### src/rtl/pipe_pkg.sv
// Shared types and default widths for the EX/MEM pipeline-stage register.
package pipe_pkg;

    typedef enum logic [1:0] {
        EMPTY     = 2'd0,
        FULL      = 2'd1,
        SKID_FULL = 2'd2
    } pipe_state_e;

    typedef struct packed {
        logic [2:0] result_src;
        logic [2:0] funct3;
        logic       reg_write;
        logic       mem_write;
    } exmem_ctrl_t;

    typedef struct packed {
        logic [31:0] alu_result;
        logic [31:0] write_data;
        logic [31:0] pc_plus4;
        logic [31:0] ext_imm;
        logic [31:0] pc_imm;
        logic [4:0]  rd;
    } exmem_data_t;

    localparam int CTRL_W_DEF = $bits(exmem_ctrl_t);
    localparam int DATA_W_DEF = $bits(exmem_data_t);
    localparam int CNT_W_DEF  = 16;

endpackage

### src/rtl/sat_counter.sv
// Saturating up-counter for performance monitoring; sticks at all-ones.
module sat_counter
    import pipe_pkg::*;
#(
    parameter int W = CNT_W_DEF
) (
    input  logic         i_clk,
    input  logic         i_rst_n,
    input  logic         i_inc,
    output logic [W-1:0] o_cnt
);

    logic [W-1:0] r_cnt;

    always_ff @(posedge i_clk) begin
        if (!i_rst_n) begin
            r_cnt <= '0;
        end else if (i_inc && (r_cnt != {W{1'b1}})) begin
            r_cnt <= r_cnt + 1'b1;
        end
    end

    assign o_cnt = r_cnt;

endmodule

### src/rtl/pipe_stage_reg.sv
// Valid/ready pipeline-stage register with optional two-entry skid buffer,
// flush-to-bubble and a back-pressure stall counter.
module pipe_stage_reg
    import pipe_pkg::*;
#(
    parameter int CTRL_W = CTRL_W_DEF,
    parameter int DATA_W = DATA_W_DEF,
    parameter int SKID   = 1,
    parameter int CNT_W  = CNT_W_DEF
) (
    input  logic              CLK,
    input  logic              RST_N,
    input  logic              in_valid,
    output logic              in_ready,
    input  logic [CTRL_W-1:0] in_ctrl,
    input  logic [DATA_W-1:0] in_data,
    input  logic              flush,
    output logic              out_valid,
    input  logic              out_ready,
    output logic [CTRL_W-1:0] out_ctrl,
    output logic [DATA_W-1:0] out_data,
    output logic [CNT_W-1:0]  stall_cnt
);

    logic              w_accept;
    logic              w_pop;
    logic              w_out_valid;
    logic [CTRL_W-1:0] w_head_ctrl;

    assign w_accept = in_valid & in_ready;
    assign w_pop    = w_out_valid & out_ready;

    if (SKID != 0) begin : g_skid
        pipe_state_e       r_state;
        pipe_state_e       w_state_nxt;
        logic [CTRL_W-1:0] r_main_ctrl;
        logic [CTRL_W-1:0] r_skid_ctrl;
        logic [DATA_W-1:0] r_main_data;
        logic [DATA_W-1:0] r_skid_data;
        logic              w_load_main_in;
        logic              w_load_main_skid;
        logic              w_load_skid;

        always_ff @(posedge CLK) begin
            if (!RST_N) r_state <= EMPTY;
            else        r_state <= w_state_nxt;
        end

        always_comb begin
            w_state_nxt = r_state;
            if (flush) begin
                w_state_nxt = EMPTY;
            end else begin
                case (r_state)
                    EMPTY:     if (w_accept) w_state_nxt = FULL;
                    FULL: begin
                        if (w_accept && !w_pop)      w_state_nxt = SKID_FULL;
                        else if (!w_accept && w_pop) w_state_nxt = EMPTY;
                    end
                    SKID_FULL: if (w_pop) w_state_nxt = FULL;
                    default:   w_state_nxt = EMPTY;
                endcase
            end
        end

        // Handshake outputs come from the state register only, so in_ready
        // never depends combinationally on out_ready.
        always_comb begin
            in_ready    = (r_state != SKID_FULL);
            w_out_valid = (r_state != EMPTY);
        end

        assign w_load_main_in   = !flush && w_accept && ((r_state == EMPTY) || w_pop);
        assign w_load_main_skid = !flush && (r_state == SKID_FULL) && w_pop;
        assign w_load_skid      = !flush && (r_state == FULL) && w_accept && !w_pop;

        always_ff @(posedge CLK) begin
            if (!RST_N) begin
                r_main_ctrl <= '0;
                r_main_data <= '0;
                r_skid_ctrl <= '0;
                r_skid_data <= '0;
            end else begin
                if (w_load_main_in) begin
                    r_main_ctrl <= in_ctrl;
                    r_main_data <= in_data;
                end else if (w_load_main_skid) begin
                    r_main_ctrl <= r_skid_ctrl;
                    r_main_data <= r_skid_data;
                end
                if (w_load_skid) begin
                    r_skid_ctrl <= in_ctrl;
                    r_skid_data <= in_data;
                end
            end
        end

        assign w_head_ctrl = r_main_ctrl;
        assign out_data    = r_main_data;
    end else begin : g_single
        logic              r_vld;
        logic [CTRL_W-1:0] r_ctrl;
        logic [DATA_W-1:0] r_data;

        assign in_ready    = !r_vld || out_ready;
        assign w_out_valid = r_vld;

        always_ff @(posedge CLK) begin
            if (!RST_N) begin
                r_vld  <= 1'b0;
                r_ctrl <= '0;
                r_data <= '0;
            end else if (flush) begin
                r_vld <= 1'b0;
            end else if (w_accept) begin
                r_vld  <= 1'b1;
                r_ctrl <= in_ctrl;
                r_data <= in_data;
            end else if (w_pop) begin
                r_vld <= 1'b0;
            end
        end

        assign w_head_ctrl = r_ctrl;
        assign out_data    = r_data;
    end

    // Bubbles must never carry reg_write/mem_write downstream.
    assign out_valid = w_out_valid;
    assign out_ctrl  = w_out_valid ? w_head_ctrl : '0;

    sat_counter #(.W(CNT_W)) u_stall_cnt (
        .i_clk   (CLK),
        .i_rst_n (RST_N),
        .i_inc   (w_out_valid & ~out_ready),
        .o_cnt   (stall_cnt)
    );

endmodule

### config.mk
export PLATFORM = sky130hd
export DESIGN_NAME = pipe_stage_reg
export DESIGN_NICKNAME = d
export VERILOG_FILES = /design/src/rtl/pipe_pkg.sv /design/src/rtl/sat_counter.sv /design/src/rtl/pipe_stage_reg.sv
export SDC_FILE = /design/constraint.sdc
export NUM_CORES = 1
export LEC_CHECK = 0
export CAP_MARGIN = 20
export CORE_MARGIN = 2
export CORE_UTILIZATION = 53
export DETAILED_ROUTE_END_ITERATION = 16
export GPL_ROUTABILITY_DRIVEN = 0
export GPL_TIMING_DRIVEN = 0
export HOLD_SLACK_MARGIN = 0.02
export PLACE_DENSITY = 0.86
export SLEW_MARGIN = 15
export SYNTH_ARGS = -nofsm -noshare
export SYNTH_HDL_FRONTEND = slang
export SYNTH_SLANG_ARGS = --single-unit
### constraint.sdc
create_clock -name CLK -period 3.15 [get_ports CLK]
set_input_delay 0.315 -clock CLK [delete_from_list [all_inputs] [get_ports CLK]]
set_output_delay 0.315 -clock CLK [all_outputs]
set_load 0.03 [all_outputs]
==> results.md <==
* Outcome: finished clean
* Syn nets at 1824
* DRT Pass-1 Iters at 5
* Grt met3 use at 9.96%
* Die height at 169 µm
* Gr usage total at 31.5%
* Top-area cell type share of the netlist area at 50.4%
* P per Cell Area at 539 nW/µm²
* Met2 Resource Use GR at 54.9%
* Clock slew at reported path FFs at 0.06 ns
* Post-synthesis sequential area ratio at 50.4%
* Seq cells post-synth at 364
* Slew Limit Headroom at 41.7%
* Initial antenna violation count at 4
* CP top delay family: buffers and inverters
* Pwr Total at 10600 µW
* Number of distinct library cells after synthesis at 39
* Fillers at 1957
* Final period util at 86.8%
* Cell Area, Synth at 14500 µm²
* Clock skew at 0.0188 ns
* CTS tree: done
* H-tree levels at 2
* Die span in x at 169 µm
* Pin count of the biggest net entering global routing at 14
* WL/cell at 19.4 µm
* Max clock buf depth at 3
* Initial Utilization at 53.8%
* Post-synth EDFFs at 0
* Core box area at 26900 µm²
* Critical setup path kind: reg2out
* Post-CTS Setup Inserts at 0
* Crit path buffers/inverters at 3
* Met1 global-route usage at 36.4%
* Final hold vios at 0
* CP peak stage delay at 0.67 ns
* CP Launch Type: register
* Area contributors post-synth: dfxtp_1 (50%), mux2i_1 (12%), nand2_1 (9.1%)
* Worst path arrival time at 2.42 ns
* Worst Hold Class: in2reg
* Residual DRC at 0
* Syn-to-layout area delta at 36.8%
* Critical-path cell list: buf_2 > nor2_1 > inv_1 > clkdlybuf4s50_1
* WP data required at 2.83 ns
* Max Cap Viol at 0
* Tightest Pin Transition at 0.874 ns
* Port buffer count at 368
* Setup_tns at 0 ns
* Hold Buf Count CTS at 0
* First-pass GRT wire length at 72.2 mm
* # IOs at 369
* CP max-delay cell: clkdlybuf4s50_1
* Post-route ant nets at 0
* Crit Reg-Reg Startpoint: g_skid.r_state[0]
* Total wire length at 46.8 mm
* Grt ovf at 0
* Hold Crit Start: in_data[148]
* DP HPWL at 32.8 mm
* Max VDD drop at 0.442 mV
* Synth Flop Type: dfxtp_1
* Synth area leader: dfxtp_1
* Hold_ws at 0.369 ns
* Clock root cell: clkbuf_16
* Synth Instances at 1644
* Nets at 2233
* FFs w/ async S/R, synth at 0%
* CTS Buf Count at 39
* CTS resizes at 0
* Critical path peak fanout at 9
* RSZ-0062 raised after global routing: false
* Worst-Skew Late Latency at 0.52 ns
* Ratio of cells with drive above 1 in the final layout at 4.14%
* Final setup vio count at 0
* Vias at 13800
* Area of the die at 28600 µm²
* Clock sink count at 364
* Syn avg cell area at 8.79 µm²
* Synth warn at 0
* Vias per cell at 5.71
* Leak at 0.00645 µW
* Number of global-route vias before repair at 13500
* # rows at 60
* Busiest grt layer: met2
* Final Max Tran Viols at 0
* Critical Path Start: g_skid.r_state[0]
* Max Fclk at 366 MHz
* Iter 0 DRT Violations at 1061
* Setup crit end kind: output port
* Minimum clock period at 2.73 ns
[flip-flops by register name (all words and copies together), names as in the netlist]
register	flops
g_skid.r_main_ctrl	8
g_skid.r_skid_ctrl	8
g_skid.r_skid_data	165
g_skid.r_state	2
out_data	165
u_stall_cnt.o_cnt	16
[Yosys cell counts (2+ instances only)]
cell,instances
a211oi_1,173
a21oi_1,186
and3_1,3
buf_1,8
buf_2,5
buf_6,19
clkbuf_1,106
dfxtp_1,364
ha_1,2
inv_1,6
mux2i_1,175
nand2_1,351
nand3_1,5
nand4_1,6
nor2_1,177
nor2b_1,9
nor3_1,3
nor4_1,2
o21ai_0,7
o31ai_1,6
or3_1,7
or4_1,7
[kinds of logic after synthesis]
logic type,after synthesis,synth area share (%)
buf+inv,145,4.82
xor+xnor,1,0.0606
compound gates,379,16.4
flops,364,50.4
mux,175,12.1
fa+ha+maj,2,0.173
simple gates,578,16.0
[final timing paths]
kind                        endpoint  slack [ns]  cells after the start
max                        out_valid        0.42                      4
min          g_skid.r_skid_data[148]        0.37                      3
max reg2reg             out_data[38]        0.79                      6
min reg2reg  g_skid.r_skid_data[129]        0.45                      2
[power breakdown]
group | switching [µW] | internal [µW] | total (µW)
Combinational | 802 | 615 | 1420
Clock | 1790 | 2550 | 4340
Sequential | 110 | 4780 | 4890
Total | 2700 | 7940 | 10600
[worst register-to-register path, cell delays in order (launching register included)]
cell and delay (ns):
dfxtp_1 0.29, buf_2 0.15, nand2b_1 0.25, nand3_1 0.16
clkbuf_1 0.68, clkbuf_1 0.49, a211oi_1 0.17
[cell usage in the layout (no fill, tap or decap), types with 2 or more instances in the layout]
cell type	Yosys	layout
nor3_1	3	3
clkbuf_16	0	41
clkinv_2	0	7
clkdlybuf4s50_1	0	368
buf_2	5	5
dfxtp_1	364	364
a211oi_1	173	173
or4_1	7	7
nor2_1	177	177
clkbuf_1	106	114
nor4_1	2	2
o21ai_0	7	7
o31ai_1	6	6
nand4_1	6	6
mux2i_1	175	175
nand3_1	5	5
nor2b_1	9	9
buf_6	19	19
and3_1	3	3
or3_1	7	7
nand2_1	351	351
inv_1	6	6
buf_1	8	8
a21oi_1	186	186
clkbuf_8	0	8
ha_1	2	2
[metrics by stage]
| stage | setup WS, ns | area (µm²) | util (%) | std cells |
|---|---|---|---|---|
| after global placement | 0.345 | 18600 | 69.1 | 2353 |
| after detailed placement | 0.308 | 18600 | 69.1 | 2353 |
| after floorplan | 1.12 | 14500 | - | 1644 |
| after global routing | 0.325 | 19800 | 73.5 | 2417 |
| after CTS | 0.396 | 19800 | 73.5 | 2417 |
| final | 0.416 | 19800 | 73.5 | 2418 |
[final cells by class]
cell class,instances,area [µm²],area share (%)
Sequential cell,364,7290,36.9
Inverter,6,22.5,0.114
Antenna cell,1,2.50,0.0127
Timing Repair Buffer,368,3680,18.6
Clock buffer,57,1170,5.90
Clock inverter,7,35.0,0.177
Multi-Input combinational cell,1135,6470,32.7
Buffer,139,674,3.41
Tap cell,341,427,2.16
[routing by layer]
metal / routed length [µm] / share of wire [%]
met1: 17800 / 38
met4: 1590 / 3.4
met3: 4720 / 10
met5: 41 / 0.088
met2: 22700 / 48
Note: power is estimated with default switching activity, not from simulation.
